<file path="config.mk">
export PLATFORM = sky130hd
export DESIGN_NAME = issue_control_flat
export DESIGN_NICKNAME = d
export VERILOG_FILES = /design/src/rtl/issue_control_pkg.sv /design/src/rtl/issue_control_if.sv /design/src/rtl/issue_control.sv /design/src/flat_wrapper.sv
export SDC_FILE = /design/constraint.sdc
export NUM_CORES = 1
export LEC_CHECK = 0
export BUFFER_PORTS_ARGS = -buffer_cell sky130_fd_sc_hd__buf_2
export CORE_MARGIN = 3
export CORE_UTILIZATION = 40
export CTS_CLUSTER_DIAMETER = 80
export DETAILED_ROUTE_END_ITERATION = 8
export PLACE_DENSITY_LB_ADDON = 0.25
export SYNTH_ARGS = -nofsm -noshare
export SYNTH_HDL_FRONTEND = slang
export SYNTH_SLANG_ARGS = --single-unit
export TNS_END_PERCENT = 100
</file>
<file path="constraint.sdc">
create_clock -name clock -period 2.9 [get_ports clock]
set_clock_uncertainty 0.05 [all_clocks]
set_input_delay 0.435 -clock clock [delete_from_list [all_inputs] [get_ports clock]]
set_output_delay 0.435 -clock clock [all_outputs]
set_load 0.005 [all_outputs]
</file>
<file path="src/rtl/issue_control_pkg.sv">
// Shared types for the issue controller: scoreboard entry layout,
// functional-unit codes, FSM state encoding and the instruction bundle.
package issue_control_pkg;

    localparam int REG_W   = 5;
    localparam int UNIT_W  = 2;
    localparam int STALL_W = 16;

    localparam logic [STALL_W-1:0] STALL_MAX = 16'hFFFF;

    // Scoreboard entry: [7] pending, [6:5] unit, [4:0] position
    localparam int SB_PEND    = 7;
    localparam int SB_UNIT_HI = 6;
    localparam int SB_UNIT_LO = 5;
    localparam int SB_POS_HI  = 4;
    localparam int SB_POS_LO  = 0;

    typedef enum logic [UNIT_W-1:0] {
        UNIT_ALU = 2'd0,
        UNIT_MUL = 2'd1,
        UNIT_LSU = 2'd2,
        UNIT_BRU = 2'd3
    } unit_e;

    typedef enum logic [2:0] {
        ST_IDLE   = 3'd0,
        ST_RD_RS  = 3'd1,
        ST_RD_RT  = 3'd2,
        ST_RD_RD  = 3'd3,
        ST_DECIDE = 3'd4
    } state_e;

    typedef struct packed {
        logic [REG_W-1:0]  rs;
        logic [REG_W-1:0]  rt;
        logic [REG_W-1:0]  rd;
        logic              uses_rs;
        logic              uses_rt;
        logic              writes_rd;
        logic [UNIT_W-1:0] unit;
    } instr_t;

    // r0 is hardwired, so it can never carry a hazard.
    function automatic logic sb_hazard(
        input logic             pend,
        input logic             used,
        input logic [REG_W-1:0] r
    );
        return pend & used & (r != '0);
    endfunction

endpackage

</file>
<file path="src/rtl/issue_control_if.sv">
// Issue bus between the controller and the functional units.
// master: drives valid and the latched instruction fields; slave: drives ready.
interface issue_control_if;
    import issue_control_pkg::*;

    logic              issue_valid;
    logic              issue_ready;
    logic [UNIT_W-1:0] issue_unit;
    logic [REG_W-1:0]  issue_rs;
    logic [REG_W-1:0]  issue_rt;
    logic [REG_W-1:0]  issue_rd;

    modport master (
        output issue_valid,
        output issue_unit,
        output issue_rs,
        output issue_rt,
        output issue_rd,
        input  issue_ready
    );

    modport slave (
        input  issue_valid,
        input  issue_unit,
        input  issue_rs,
        input  issue_rt,
        input  issue_rd,
        output issue_ready
    );

endinterface

</file>
<file path="src/rtl/issue_control.sv">
// Issue controller: accepts one decoded instruction, polls the scoreboard
// for rs/rt/rd, stalls on RAW/WAW hazards, then issues and marks rd pending.
// Ports: clock/reset; decode side in_*; scoreboard lookup sb_addr/sb_data;
// scoreboard write sb_writeaddr/sb_registerstage/sb_enablewrite;
// issue bus (iss, master); stall_count saturating hazard counter.
module issue_control
    import issue_control_pkg::*;
(
    input  logic               clock,
    input  logic               reset,

    input  logic               in_valid,
    output logic               in_ready,
    input  logic [REG_W-1:0]   in_rs,
    input  logic [REG_W-1:0]   in_rt,
    input  logic [REG_W-1:0]   in_rd,
    input  logic               in_uses_rs,
    input  logic               in_uses_rt,
    input  logic               in_writes_rd,
    input  logic [UNIT_W-1:0]  in_unit,

    output logic [REG_W-1:0]   sb_addr,
    input  logic [7:0]         sb_data,
    output logic [REG_W-1:0]   sb_writeaddr,
    output logic [UNIT_W-1:0]  sb_registerstage,
    output logic               sb_enablewrite,

    issue_control_if.master    iss,

    output logic [STALL_W-1:0] stall_count
);

    state_e             state_q;
    state_e             state_d;
    instr_t             ins_q;
    instr_t             ins_d;
    logic               haz_rs_q;
    logic               haz_rt_q;
    logic               haz_rd_q;
    logic               any_haz;
    logic               stall_inc;
    logic [STALL_W-1:0] stall_q;
    logic               sb_pend;
    logic               sb_unused;

    assign sb_pend   = sb_data[SB_PEND];
    assign sb_unused = ^{sb_data[SB_UNIT_HI:SB_UNIT_LO],
                         sb_data[SB_POS_HI:SB_POS_LO]};

    assign ins_d = '{
        rs:        in_rs,
        rt:        in_rt,
        rd:        in_rd,
        uses_rs:   in_uses_rs,
        uses_rt:   in_uses_rt,
        writes_rd: in_writes_rd,
        unit:      in_unit
    };

    assign any_haz = haz_rs_q | haz_rt_q | haz_rd_q;

    always_ff @(posedge clock or posedge reset) begin
        if (reset) begin
            state_q <= ST_IDLE;
        end else begin
            state_q <= state_d;
        end
    end

    always_comb begin
        state_d        = state_q;
        in_ready       = 1'b0;
        sb_addr        = ins_q.rd;
        iss.issue_valid = 1'b0;
        sb_enablewrite = 1'b0;
        stall_inc      = 1'b0;
        unique case (state_q)
            ST_IDLE: begin
                in_ready = 1'b1;
                if (in_valid) begin
                    state_d = ST_RD_RS;
                end
            end
            ST_RD_RS: begin
                sb_addr = ins_q.rs;
                state_d = ST_RD_RT;
            end
            ST_RD_RT: begin
                sb_addr = ins_q.rt;
                state_d = ST_RD_RD;
            end
            ST_RD_RD: begin
                sb_addr = ins_q.rd;
                state_d = ST_DECIDE;
            end
            ST_DECIDE: begin
                if (any_haz) begin
                    stall_inc = 1'b1;
                    state_d   = ST_RD_RS;
                end else begin
                    // Only this block sets pending, so a clean poll
                    // stays valid while the unit holds us off.
                    iss.issue_valid = 1'b1;
                    if (iss.issue_ready) begin
                        sb_enablewrite = ins_q.writes_rd & (ins_q.rd != '0);
                        state_d        = ST_IDLE;
                    end
                end
            end
            default: begin
                state_d = ST_IDLE;
            end
        endcase
    end

    always_ff @(posedge clock or posedge reset) begin
        if (reset) begin
            ins_q    <= '0;
            haz_rs_q <= 1'b0;
            haz_rt_q <= 1'b0;
            haz_rd_q <= 1'b0;
            stall_q  <= '0;
        end else begin
            if (state_q == ST_IDLE && in_valid) begin
                ins_q <= ins_d;
            end
            if (state_q == ST_RD_RS) begin
                haz_rs_q <= sb_hazard(sb_pend, ins_q.uses_rs, ins_q.rs);
            end
            if (state_q == ST_RD_RT) begin
                haz_rt_q <= sb_hazard(sb_pend, ins_q.uses_rt, ins_q.rt);
            end
            if (state_q == ST_RD_RD) begin
                haz_rd_q <= sb_hazard(sb_pend, ins_q.writes_rd, ins_q.rd);
            end
            if (stall_inc && stall_q != STALL_MAX) begin
                stall_q <= stall_q + 16'd1;
            end
        end
    end

    assign sb_writeaddr     = ins_q.rd;
    assign sb_registerstage = ins_q.unit;
    assign iss.issue_unit   = ins_q.unit;
    assign iss.issue_rs     = ins_q.rs;
    assign iss.issue_rt     = ins_q.rt;
    assign iss.issue_rd     = ins_q.rd;
    assign stall_count      = stall_q;

endmodule
</file>
<file path="src/flat_wrapper.sv">
// flat-port wrapper written by rule: the top's interface ports become plain ports
module issue_control_flat import issue_control_pkg::*;
  (clock, reset, in_valid, in_ready, in_rs, in_rt, in_rd, in_uses_rs, in_uses_rt, in_writes_rd, in_unit, sb_addr, sb_data, sb_writeaddr, sb_registerstage, sb_enablewrite, stall_count, iss_issue_valid, iss_issue_unit, iss_issue_rs, iss_issue_rt, iss_issue_rd, iss_issue_ready);
  issue_control_if iss_i ();
  input  logic clock;
  input  logic reset;
  input  logic in_valid;
  output logic in_ready;
  input  logic [REG_W-1:0] in_rs;
  input  logic [REG_W-1:0] in_rt;
  input  logic [REG_W-1:0] in_rd;
  input  logic in_uses_rs;
  input  logic in_uses_rt;
  input  logic in_writes_rd;
  input  logic [UNIT_W-1:0] in_unit;
  output logic [REG_W-1:0] sb_addr;
  input  logic [7:0] sb_data;
  output logic [REG_W-1:0] sb_writeaddr;
  output logic [UNIT_W-1:0] sb_registerstage;
  output logic sb_enablewrite;
  output logic [STALL_W-1:0] stall_count;
  output wire logic [$bits(iss_i.issue_valid)-1:0] iss_issue_valid;
  output wire logic [$bits(iss_i.issue_unit)-1:0] iss_issue_unit;
  output wire logic [$bits(iss_i.issue_rs)-1:0] iss_issue_rs;
  output wire logic [$bits(iss_i.issue_rt)-1:0] iss_issue_rt;
  output wire logic [$bits(iss_i.issue_rd)-1:0] iss_issue_rd;
  input wire logic [$bits(iss_i.issue_ready)-1:0] iss_issue_ready;
  assign iss_issue_valid = iss_i.issue_valid;
  assign iss_issue_unit = iss_i.issue_unit;
  assign iss_issue_rs = iss_i.issue_rs;
  assign iss_issue_rt = iss_i.issue_rt;
  assign iss_issue_rd = iss_i.issue_rd;
  assign iss_i.issue_ready = iss_issue_ready;
  issue_control u_core (.clock(clock), .reset(reset), .in_valid(in_valid), .in_ready(in_ready), .in_rs(in_rs), .in_rt(in_rt), .in_rd(in_rd), .in_uses_rs(in_uses_rs), .in_uses_rt(in_uses_rt), .in_writes_rd(in_writes_rd), .in_unit(in_unit), .sb_addr(sb_addr), .sb_data(sb_data), .sb_writeaddr(sb_writeaddr), .sb_registerstage(sb_registerstage), .sb_enablewrite(sb_enablewrite), .iss(iss_i), .stall_count(stall_count));
endmodule
</file>
=== After elaboration in Yosys (flattened, before gate mapping) ===
Index checks and enable logic that the tools add are counted.

* Register bits: 42
* Input port bits: 32
* Output and inout port bits: 48
* Word-level logic and storage cells: 49

* $add $sub $neg: 1
* Equality and inequality tests: 7
* Mux-type cells: 13
* Bitwise gates (word level): 9
* Reduce and logical (&&, ||, !) cells: 7

{| class="wikitable"
|+ Operator list
! operator !! number
|-
| $add 16x1->16 const B || 1
|-
| $ne 16x16->1 const B || 1
|-
| $pmux 3 s5 || 1
|-
| $reduce_bool 5->1 || 3
|-
| $pmux 5 s2 || 1
|-
| $mux 3 || 3
|-
| $mux 1 || 8
|-
| $and 1x1->1 || 7
|-
| $eq 3x2->1 const B || 2
|-
| $eq 3x1->1 const B || 1
|-
| $eq 3x3->1 const B || 1
|-
| $logic_not 3->1 || 1
|-
| $ne 3x2->1 const B || 1
|-
| $logic_and 1x1->1 || 2
|-
| $ne 2x2->1 const B || 1
|-
| $or 1x1->1 || 2
|-
| $reduce_and 2->1 || 1
|}

=== Depth between registers and ports, before layout ===
Gate-level depths: netlist of run 1.

* Word-level depth: 5
* Mapped depth: 5
* Mapped depth without buffers: 5

=== Worst setup path before layout of run 1 ===
No wires, ideal clock.

* Path kind: reg-to-output
* Start point: register u_core.state_q[2]
* End point: output sb_addr[0]
* Arrival time: 1.408 ns
* Data required time: 2.415 ns
* Setup slack: 1.007 ns
* Cell stages (with the launch flop): 6
* Path through: dfrtp_1 buf_4 nor3b_1 nor2_1 nand2_1 nand2_1

* Cells in the longest elaborated chain, start to end: 2

{| class="wikitable"
|+ Ends and longest elaborated chain
! what !! line !! text
|-
| start: declaration || issue_control.sv:33 || <nowiki>state_e state_q;</nowiki>
|-
| start signal: assignment || issue_control.sv:66 || <nowiki>state_q <= state_d;</nowiki>
|-
| $eq 3x2->1 / $eq 3x1->1 (equally long branches) || issue_control.sv:77 || <nowiki>unique case (state_q)</nowiki>
|-
| $pmux 5 s2 (*) || issue_control.sv:77 ||
|-
| end: declaration || flat_wrapper.sv:16 || <nowiki>output logic [REG_W-1:0] sb_addr;</nowiki>
|}

Every way passes the cells marked *; elsewhere a longest branch is shown, timed or not.

=== Final worst setup path of run 1 ===
* Start point: register u_core.state_q[2]
* End point: output sb_addr[3]

The elaborated chain is that of the path after synthesis.

==> results.md, run 1 <==
* # DRC at 0
* Remaining Overflow, GRT at 0
* Final Hold Viols at 0
* Post-Syn Area at 0.00221 sq mm
* Via density at 5.09
* Util after Layout at 49.3%
* CORE AREA at 0.00524 sq mm
* Final worst setup slack at 0.534 ns
* Post-synth top area cell: dfrtp_1
* Post-CTS Setup Inserts at 0
* Cts hold-fix bufs at 0
* Total GRT Usage at 15.3%
* Netlist cell types at 39
* Num rows at 26
* Synth warn at 0
* Die Span Y at 80.3 um
* Max-Slew Margin vs Limit at 37.3%
* Placed instance area at 0.00248 sq mm
* # nets final at 287
* Clock root cell: clkbuf_8
* Worst slew pin tran at 0.935 ns
* Post-synth ARST share at 100%
* Crit-path leading delay family: simple AND/OR/NAND/NOR gates
* Antenna violations before repair at 0
* Peak VDD IR at 0.467 mV
* Fin crit share at 81.6%
* Post-CTS sizing at 0
* Final Wtd Congestion at 0.782
* Vias in the first global route at 1,563
* DR vias at 1,653
* Layout cells sized above 1 at 44.3%
* WL/cell at 14.1 um
* Post-synth top flop: dfrtp_1
* Htree depth at 2
* Min-delay worst type: input pin to async pin
* CP endpoint kind: primary output
* First-pass GRT wire length at 7510 um
* Die footprint at 0.00644 sq mm
* Fin. max-slew vios at 0
* Design area at 0.00258 sq mm
* Clock Latency Late Sink at 0.29 ns
* Hpwl dp at 3420 um
* Post-synth EDFFs at 0
* Setup tns final at 0 ns
* IO Pins at 80
* CTS tree: built
* DRT iter0 DRCs at 87
* FMAX at 423 MHz
* Synthesized net count at 232
* Slowest cell on the critical path: nor3b_1
* FF+latch count, synth at 42
* Clock slew at reported path FFs at 0.08 ns
* Largest net degree at the start of global routing at 28
* CP arrival at 1.88 ns
* Crit Path Max Fanout at 8
* Unrepaired setup endpoints after global routing: no
* Sequential area share after synthesis at 47.6%
* Die width at 80.3 um
* Synth top area share at 47.6%
* Crit path required time at 2.41 ns
* Synth Instances at 199
* Initial core utilization at 42.1%
* Worst Path Buf+Inv at 1
* CP dominant cell by count: nand2_1
* Final ANT Viol Nets at 0
* CP max stage delay at 0.58 ns
* Number of diodes at 0
* Fillcell total at 491
* Tmin final at 2.37 ns
* Critical-path cell list: nor3b_1, nor2_1, nand2_1, nand2_1, buf_2
* Longest Clk Path Bufs at 2
* Mean post-synth cell area at 11.1 sq um
* Power per cell area at 927 mW/mm^2
* Leakage at 0.00127 uW
* Area delta synth->final at 17.0%
* # clock sinks at 42
* Number of port buffers at 72
* Largest cells by area after synthesis: dfrtp_1 (48%), mux2_2 (11%), buf_4 (8.5%)
* Final wirelength at 4590 um
* DRT Pass-1 Iters at 4
* Pre-CTS WS at 0.863 ns
* Finish-stage setup viols at 0
* Crit Path Class: register to primary output
* Setup crit start kind: register
* TritonCTS buffer count at 5
* Status: complete, no violations
* Max-Cap Viols at 0
cell usage after synthesis (3+ instances only):
cell,instances
dfrtp_1,42
nor3b_1,3
a2111oi_2,3
xor2_1,8
a211oi_1,3
nor2_1,6
a21oi_1,3
nand2_1,17
nor4_1,3
a31oi_1,3
nand3_1,6
or4_1,3
inv_1,7
a22oi_1,5
nand4_1,5
buf_4,25
nor3_1,5
mux2_2,21
and3_1,5
worst register-to-register path, stage by stage, from the launching register on:
cell and delay [ns]:
dfrtp_1 0.44, ha_1 0.23, nand3_2 0.19, nor2_1 0.51, a21oi_1 0.20, mux2_2 0.31
state kept, by name, indices dropped and copies added (netlist names):
name	count
u_core.stall_count	16
u_core.iss.issue_rd	5
u_core.iss.issue_rs	5
u_core.iss.issue_rt	5
u_core.ins_q	3
u_core.state_q	3
u_core.iss.issue_unit	2
u_core.haz_rd_q	1
u_core.haz_rs_q	1
u_core.haz_rt_q	1
per-layer routing:
metal	vias up	share of wire, %	track usage (%)
li1	802	-	-
met2	40	45	23.2
met4	0	2.0	5.57
met1	803	48	20.8
met3	8	4.6	4.26
met5	-	0	0
final cells by class:
class,instances,area (sq um),share of cell area [%]
Clock buffer,7,76.3,2.96
Clock inverter,1,30.0,1.16
Inverter,7,26.3,1.02
Multi-Input combinational cell,122,921,35.7
Sequential cell,42,1050,40.7
Tap cell,70,87.6,3.39
Timing Repair Buffer,76,390,15.1
kinds of logic after synthesis:
logic type      synth area share, %
compound gates                 8.79
xor+xnor                       3.97
fa+ha+maj                     0.567
buf+inv                        10.7
flops                          47.6
mux                            11.8
simple gates                   16.6
final timing paths:
| kind | startpoint | to | slack (ns) | depth (start not counted) |
|---|---|---|---|---|
| max reg2reg | u_core.stall_count[0]$_DFFE_PP0P_ | u_core.stall_count[1]$_DFFE_PP0P_ | 0.87 | 5 |
| min | reset | u_core.iss.issue_rt[2]$_DFFE_PP0P_ | 0.17 | 2 |
| max | u_core.state_q[2]$_DFFE_PP0P_ | sb_addr[3] | 0.53 | 5 |
| min in group clock | iss_issue_ready | u_core.state_q[2]$_DFFE_PP0P_ | 0.30 | 2 |
| min reg2reg | u_core.stall_count[15]$_DFFE_PP0P_ | u_core.stall_count[15]$_DFFE_PP0P_ | 0.45 | 1 |
| max in group asynchronous | reset | u_core.stall_count[12]$_DFFE_PP0P_ | 1.94 | 3 |
metrics by stage:
stage | hold WS (ns) | cells | power (uW)
6_report | 0.171 | 325 | 2390
5_1_grt | 0.228 | 325 | 2590
4_1_cts | 0.196 | 325 | 2430
3_5_place_dp | 0.439 | 317 | 1960
3_3_place_gp | 0.431 | 317 | 1940
2_1_floorplan | 0.413 | 199 | 1770
power by group:
part | leakage, uW | switching, uW | internal, uW
logic | 0.000682 | 428 | 506
registers | 0.000533 | 211 | 792
clock network | 0.0000524 | 200 | 258
total | 0.00127 | 839 | 1560
layout by cell type, fill, tap and decap left out, drive strengths merged, types with 6 or more instances in the layout:
master | netlist | routed
nand3 | 8 | 8
buf | 28 | 76
inv | 7 | 6
dfrtp | 42 | 42
clkbuf | 0 | 7
nor2 | 6 | 6
nand2 | 17 | 17
xor2 | 8 | 8
nor3 | 6 | 6
mux2 | 22 | 22
No activity file was read; power rests on OpenSTA's default activity.
==> inputs of run 2 (changes only) <==
==> constraint.sdc (replaced) <==
create_clock -name clock -period 2 [get_ports clock]
set_clock_uncertainty 0.05 [all_clocks]
set_input_delay 0.3 -clock clock [delete_from_list [all_inputs] [get_ports clock]]
set_output_delay 0.3 -clock clock [all_outputs]
set_load 0.005 [all_outputs]
==> run 2 against run 1 <==
  * The run now ends with setup timing left
  * Critical endpoint is now sb_enablewrite
  * Cell count up 4.3%
  * Wire length up 3.2%
  * Largest cell class unchanged
  * Global-route usage up 0.65 points
  * Via count up 2.9%
==> results.md, run 2 (synthesis gave the netlist of run 1 again) <==
* Largest register FFs at 16 (unchanged)
* Antenna violations before repair at 0 (unchanged)
* Clock root cell: clkbuf_8
* Slowest cell on the critical path: or4_4
* Largest net degree at the start of global routing at 43 (+54%)
* Final Hold Viols at 0 (unchanged)
* DRT iter0 DRCs at 75 (-14%)
* Violated checks: setup timing
* Final worst setup slack at -0.0167 ns (-0.550 ns)
* Peak VDD IR at 0.633 mV (+35%)
* DRT Pass-1 Iters at 4 (unchanged)
* Gate power share at 43.9% (+4.9 points)
* Critical-path cell list: or4_4, o21a_1, and3_4, buf_6
* Leakage at 0.00134 uW (+6.1%)
* FMAX at 496 MHz
* Number of diodes at 0 (unchanged)
* Number of port buffers at 72 (unchanged)
* Worst slew pin tran at 0.536 ns (-0.399 ns)
* Crit path required time at 1.65 ns (-0.76 ns)
* Switch share at 35.7% (+0.64 points)
* Die width at 80.3 um (unchanged)
* Min Hold Slack at 0.0672 ns (-0.103 ns)
* Via density at 5.02 (-1.3%)
* Crit Path Max Fanout at 2 (-6)
* Final wirelength at 4730 um (+3.2%)
* Most frequent cells in the layout: buf_2 (71), dfrtp_1 (42), mux2_2 (21)
* Final ANT Viol Nets at 0 (unchanged)
* Int Pwr at 2290 uW (+47%)
* Setup slack, reg-to-reg at 0.17 ns (-0.70 ns)
* Inst Count DP at 327 (+3.2%)
* Clock slew at reported path FFs at 0.08 ns (about the same)
* CP max stage delay at 0.52 ns (-0.06 ns)
* Layout cells sized above 1 at 50.9% (+6.6 points)
* Crit Path Class: register to primary output
* Cts hold-fix bufs at 0 (unchanged)
* Sequential cell area at 0.00105 sq mm (unchanged)
* Htree depth at 2 (unchanged)
* CORE AREA at 0.00524 sq mm (unchanged)
* Post-layout total power at 3560 uW (+49%)
* # clock sinks at 42 (unchanged)
* DR vias at 1,701 (+2.9%)
* Setup crit start kind: register
* Pre-CTS WS at 0.190 ns (-0.673 ns)
* Fin crit share at 101%
* Max-Cap Viols at 0 (unchanged)
* Max-Slew Margin vs Limit at 64.2% (+27 points)
* Multi-input gate area at 957 sq um (+3.9%)
* Switching power of the nets at 1270 uW (+51%)
* Unrepaired setup endpoints after global routing: yes
* CP arrival at 1.67 ns (-0.21 ns)
* Commonest non-fill, non-tap cell in the layout: buf_2
* Post-route insts no fill at 339 (+4.3%)
* Fin. max-slew vios at 0 (unchanged)
* CP endpoint kind: primary output
* Clk pwr share at 16.0% (-3.1 points)
* Longest Clk Path Bufs at 2 (unchanged)
* First-pass GRT wire length at 7960 um (+6.1%)
* Fillcell total at 494 (+0.61%)
* Tmin final at 2.02 ns
* Die footprint at 0.00644 sq mm (unchanged)
* Die Span Y at 80.3 um (unchanged)
* # nets final at 301 (+4.9%)
* # DRC at 0 (unchanged)
* Num rows at 26 (unchanged)
* Total GRT Usage at 15.9% (+0.65 points)
* Power per cell area at 1300 mW/mm^2 (+41%)
* Reg power frac at 40.2% (-1.7 points)
* Status: complete, but fails checks
* Finish-stage setup viols at 1 (+1)
* WL/cell at 14.0 um (-1.0%)
* Final Wtd Congestion at 0.801 (+2.4%)
* TritonCTS buffer count at 5 (unchanged)
* Area delta synth->final at 23.8%
* Remaining Overflow, GRT at 0 (unchanged)
* Hpwl dp at 3490 um (+2.1%)
* IO Pins at 80 (unchanged)
* CTS tree: built
* Clock Latency Late Sink at 0.29 ns (about the same)
* Min-delay worst type: input pin to async pin
* Vias in the first global route at 1,614 (+3.3%)
* Initial core utilization at 42.1% (unchanged)
==> run 2: changes by cell type in the layout (fill, tap and decap cells not counted), sizes merged <==
cell      change
buf          +14
bufinv        -1
clkbuf        -1
clkinv        +1
clkinvlp      +1
==> run 2: layer usage <==
| metal | wire, um | GRT usage [%] | up-vias |
|---|---|---|---|
| met5 | 0 | 0 | - |
| met3 | 220 | 3.59 | 5 |
| met4 | 51 | 4.56 | 0 |
| met1 | 2200 | 22.4 | 821 |
| met2 | 2260 | 24.5 | 40 |
| li1 | - | - | 835 |
==> run 2: what timing repair did <==
| item | in CTS | in global routing |
|---|---|---|
| resized for setup | 2 | 7 |
| setup endpoints to repair | 1 | 6 |
| endpoints found under the hold margin | 0 | 0 |
| setup buffers | 3 | 1 |
| pin swaps | 3 | 1 |
==> run 2: final cells by class <==
cell class / instances / share of cell area (%)
clock buffer: 6 / 3.02
clock inverter: 2 / 0.458
inverter: 7 / 0.962
multi-input combinational: 122 / 35.0
sequential: 42 / 38.5
tap: 70 / 3.21
timing repair buffer: 90 / 18.8
==> run 2: path summary, 6_finish.rpt <==
kind / startpoint / to / cells after the start
min in group clock: iss_issue_ready / u_core.state_q[2]$_DFFE_PP0P_ / 2
worst max-delay path: u_core.iss.issue_rd[3]$_DFFE_PP0P_ / sb_enablewrite / 4
worst max register to register: u_core.state_q[0]$_DFFE_PP0P_ / u_core.stall_count[14]$_DFFE_PP0P_ / 5
worst min-delay path: reset / u_core.iss.issue_unit[1]$_DFFE_PP0P_ / 3
worst min register to register: u_core.stall_count[15]$_DFFE_PP0P_ / u_core.stall_count[15]$_DFFE_PP0P_ / 1
max in group asynchronous: reset / u_core.iss.issue_rd[3]$_DFFE_PP0P_ / 3
==> run 2: worst max-delay path, delay by kind of cell (launching register included) <==
family                 cells  cell delay (ns)
DFF                        1             0.39
AOI/OAI and AO/OA          1             0.20
and+or+nand+nor            2             0.68
buffers and inverters      1             0.11
==> run 2: through the flow <==
| stage | instance area [sq um] | setup TNS, ns | util, % |
|---|---|---|---|
| global route | 2730 | -0.143 | 52.2 |
| global placement | 2560 | 0 | 48.9 |
| CTS | 2690 | -0.0493 | 51.4 |
| finish | 2730 | -0.0167 | 52.2 |
| floorplan | 2210 | 0 | - |
| detailed placement | 2560 | 0 | 48.9 |
==> run 2: power groups by stage <==
stage / Combinational [uW] / Sequential (uW) / Clock [uW]
2_1_floorplan: 1190 / 1380 / 0
3_3_place_gp: 1430 / 1450 / 0
3_5_place_dp: 1450 / 1450 / 0
4_1_cts: 1520 / 1420 / 594
5_1_grt: 1740 / 1490 / 643
6_report: 1560 / 1430 / 569
==> inputs of run 3 (changes only) <==
--- a/config.mk
+++ b/config.mk
@@ -7,11 +7,12 @@
 export LEC_CHECK = 0
 export BUFFER_PORTS_ARGS = -buffer_cell sky130_fd_sc_hd__buf_2
 export CORE_MARGIN = 3
-export CORE_UTILIZATION = 40
+export CORE_UTILIZATION = 25
 export CTS_CLUSTER_DIAMETER = 80
 export DETAILED_ROUTE_END_ITERATION = 8
 export PLACE_DENSITY_LB_ADDON = 0.25
+export SETUP_SLACK_MARGIN = 0.2
 export SYNTH_ARGS = -nofsm -noshare
 export SYNTH_HDL_FRONTEND = slang
 export SYNTH_SLANG_ARGS = --single-unit
-export TNS_END_PERCENT = 100
+export TNS_END_PERCENT = 10
==> run 3 against run 2 <==
  * The run still ends with setup timing left
  * Utilization decreased by 19 points
  * Sequential power rose by 3%
  * Cell count is 9.4% higher
==> results.md, run 3 (synthesis gave the netlist of run 1 again) <==
* Status: complete, but fails checks
* Violated checks: setup timing
* Crit-path leading delay family: simple AND/OR/NAND/NOR gates
* Hpwl dp at 3880 um (+11%)
* Largest register FFs at 16 (unchanged)
* Worst Path Buf+Inv at 1 (unchanged)
* Fin. max-slew vios at 0 (unchanged)
* Final Wtd Congestion at 0.763 (-4.8%)
* Clock slew at reported path FFs at 0.08 ns (about the same)
* Leakage at 0.00133 uW (-1.2%)
* Vias in the first global route at 1,685 (+4.4%)
* Setup tns final at -0.0375 ns (-0.0208 ns)
* FMAX at 491 MHz (-1.0%)
* Largest net degree at the start of global routing at 43 (unchanged)
* Max-Slew Margin vs Limit at 63.6% (-0.63 points)
* CP max stage delay at 0.52 ns (about the same)
* DR vias at 1,670 (-1.8%)
* Via density at 4.50 (-10%)
* IO Pins at 80 (unchanged)
* Total GRT Usage at 10.8% (-5.1 points)
* Final worst setup slack at -0.0375 ns (-0.0208 ns)
* Tmin final at 2.04 ns (+0.0208 ns)
* Clk pwr share at 14.9% (-1.1 points)
* Crit Path Class: register to primary output
* Setup slack, reg-to-reg at 0.11 ns (-0.06 ns)
* Fin crit share at 102% (+1.0 points)
* Max-Cap Viols at 0 (unchanged)
* Min-delay worst type: input pin to async pin
* TritonCTS buffer count at 5 (unchanged)
* Num rows at 33 (+27%)
* Finish-stage setup viols at 1 (unchanged)
* # DRC at 0 (unchanged)
* Area delta synth->final at 26.7%
* Die width at 100 um (+25%)
* Reg power frac at 40.2% (about the same)
* Longest Clk Path Bufs at 2 (unchanged)
* Slowest cell on the critical path: or4_1
* Layout cells sized above 1 at 53.0% (+2.1 points)
* Unrepaired setup endpoints after global routing: yes
* CORE AREA at 0.00838 sq mm (+60%)
* # nets final at 298 (-1.0%)
* Gate power share at 44.9% (+1.0 points)
* DRT Pass-1 Iters at 4 (unchanged)
* Final ANT Viol Nets at 0 (unchanged)
* Remaining Overflow, GRT at 0 (unchanged)
* Cts hold-fix bufs at 0 (unchanged)
* Switching power of the nets at 1360 uW (+6.9%)
* Final wirelength at 5240 um (+11%)
* Crit Path Max Fanout at 2 (unchanged)
* Power per cell area at 1320 mW/mm^2 (+1.0%)
* Die footprint at 0.00999 sq mm (+55%)
* Final Hold Viols at 0 (unchanged)
* CP arrival at 1.69 ns (+0.02 ns)
* First-pass GRT wire length at 8650 um (+8.7%)
* Switch share at 36.9% (+1.2 points)
* Min Hold Slack at 0.0771 ns (+0.00994 ns)
* Htree depth at 2 (unchanged)
* Number of port buffers at 72 (unchanged)
* # clock sinks at 42 (unchanged)
* CTS tree: built
* Peak VDD IR at 0.466 mV (-26%)
* Clock root cell: clkbuf_8
* Crit path required time at 1.65 ns (about the same)
* Die Span Y at 100 um (+25%)
* Commonest non-fill, non-tap cell in the layout: buf_2
* Initial core utilization at 26.3% (-16 points)
* Setup crit start kind: register
* DRT iter0 DRCs at 42 (-44%)
* Most frequent cells in the layout: buf_2 (72), dfrtp_1 (39), mux2_2 (21)
* Int Pwr at 2320 uW (+1.5%)
* CP endpoint kind: primary output
* Antenna violations before repair at 0 (unchanged)
* Worst slew pin tran at 0.546 ns (+0.00949 ns)
* Util after Layout at 33.4% (-19 points)
* Number of diodes at 0 (unchanged)
* Clock Latency Late Sink at 0.30 ns (about the same)
* Critical-path cell list: or4_1, o21a_1, and3_1, buf_2
* WL/cell at 14.1 um (+1.1%)
-- run 3: changes by cell type in the layout (fill, tap and decap cells not counted), moves of 2 or more --
cell     change
a22oi_1      -2
a22oi_2      +2
dfrtp_2      +3
nor3b_4      +2
nor2_1       -2
nor2_4       +3
dfrtp_1      -3
buf_4        -5
-- run 3: cell type report --
cell class	instances	area (sq um)
fill	881	5590
tap	105	131
sequential	42	1050
timing repair buffer	87	493
inverter	7	26.3
multi-input combinational	122	1000
clock buffer	6	72.6
clock inverter	2	13.8
-- run 3: final timing paths --
| path | cells past startpoint | endpoint | start |
|---|---|---|---|
| worst max-delay path | 4 | sb_enablewrite | u_core.iss.issue_rd[4]$_DFFE_PP0P_ |
| worst min-delay path | 3 | u_core.iss.issue_unit[1]$_DFFE_PP0P_ | reset |
| worst max register to register | 4 | u_core.stall_count[10]$_DFFE_PP0P_ | u_core.state_q[1]$_DFFE_PP0P_ |
| worst min register to register | 1 | u_core.stall_count[15]$_DFFE_PP0P_ | u_core.stall_count[15]$_DFFE_PP0P_ |
| max in group asynchronous | 3 | u_core.state_q[0]$_DFFE_PP0P_ | reset |
| min in group clock | 2 | u_core.state_q[2]$_DFFE_PP0P_ | iss_issue_ready |
-- run 3: worst register-to-register path, stage by stage (launching register included) --
cell,delay (ns)
dfrtp_2,0.47
or3b_4,0.46
nor4_4,0.38
nand3_2,0.12
mux2_4,0.31
-- run 3: metal layers --
metal / share of wire (%) / wire (um) / up-vias / GRT usage, %
met5: 0 / 0 / - / 0
met4: 1.4 / 74 / 0 / 3.78
met3: 4.2 / 222 / 7 / 2.64
met2: 47 / 2460 / 36 / 17.0
met1: 47 / 2480 / 797 / 14.5
li1: - / - / 830 / -
-- run 3: stage by stage --
stage | instance area, sq um | cells | worst slack [ns] | total power [uW]
CTS | 2760 | 371 | -0.0950 | 3700
floorplan | 2210 | 199 | 0.224 | 2570
global route | 2800 | 371 | -0.128 | 4000
global placement | 2580 | 359 | 0.114 | 2920
finish | 2800 | 371 | -0.0375 | 3680
detailed placement | 2580 | 359 | 0.0915 | 2940
-- run 3: power by group through the flow --
stage	sequential (uW)	clock [uW]	combinational, uW
after global placement	1460	0	1460
after CTS	1470	584	1650
after detailed placement	1470	0	1460
after floorplan	1380	0	1190
final	1480	550	1650
after global routing	1540	610	1850
-- run 3: repair_timing --
action                                  in CTS  in global routing
resized for setup                           16                  7
buffers inserted                             4                  0
endpoints found under the setup margin      13                 14
hold endpoints to repair                     0                  0
pin swaps                                    5                 17
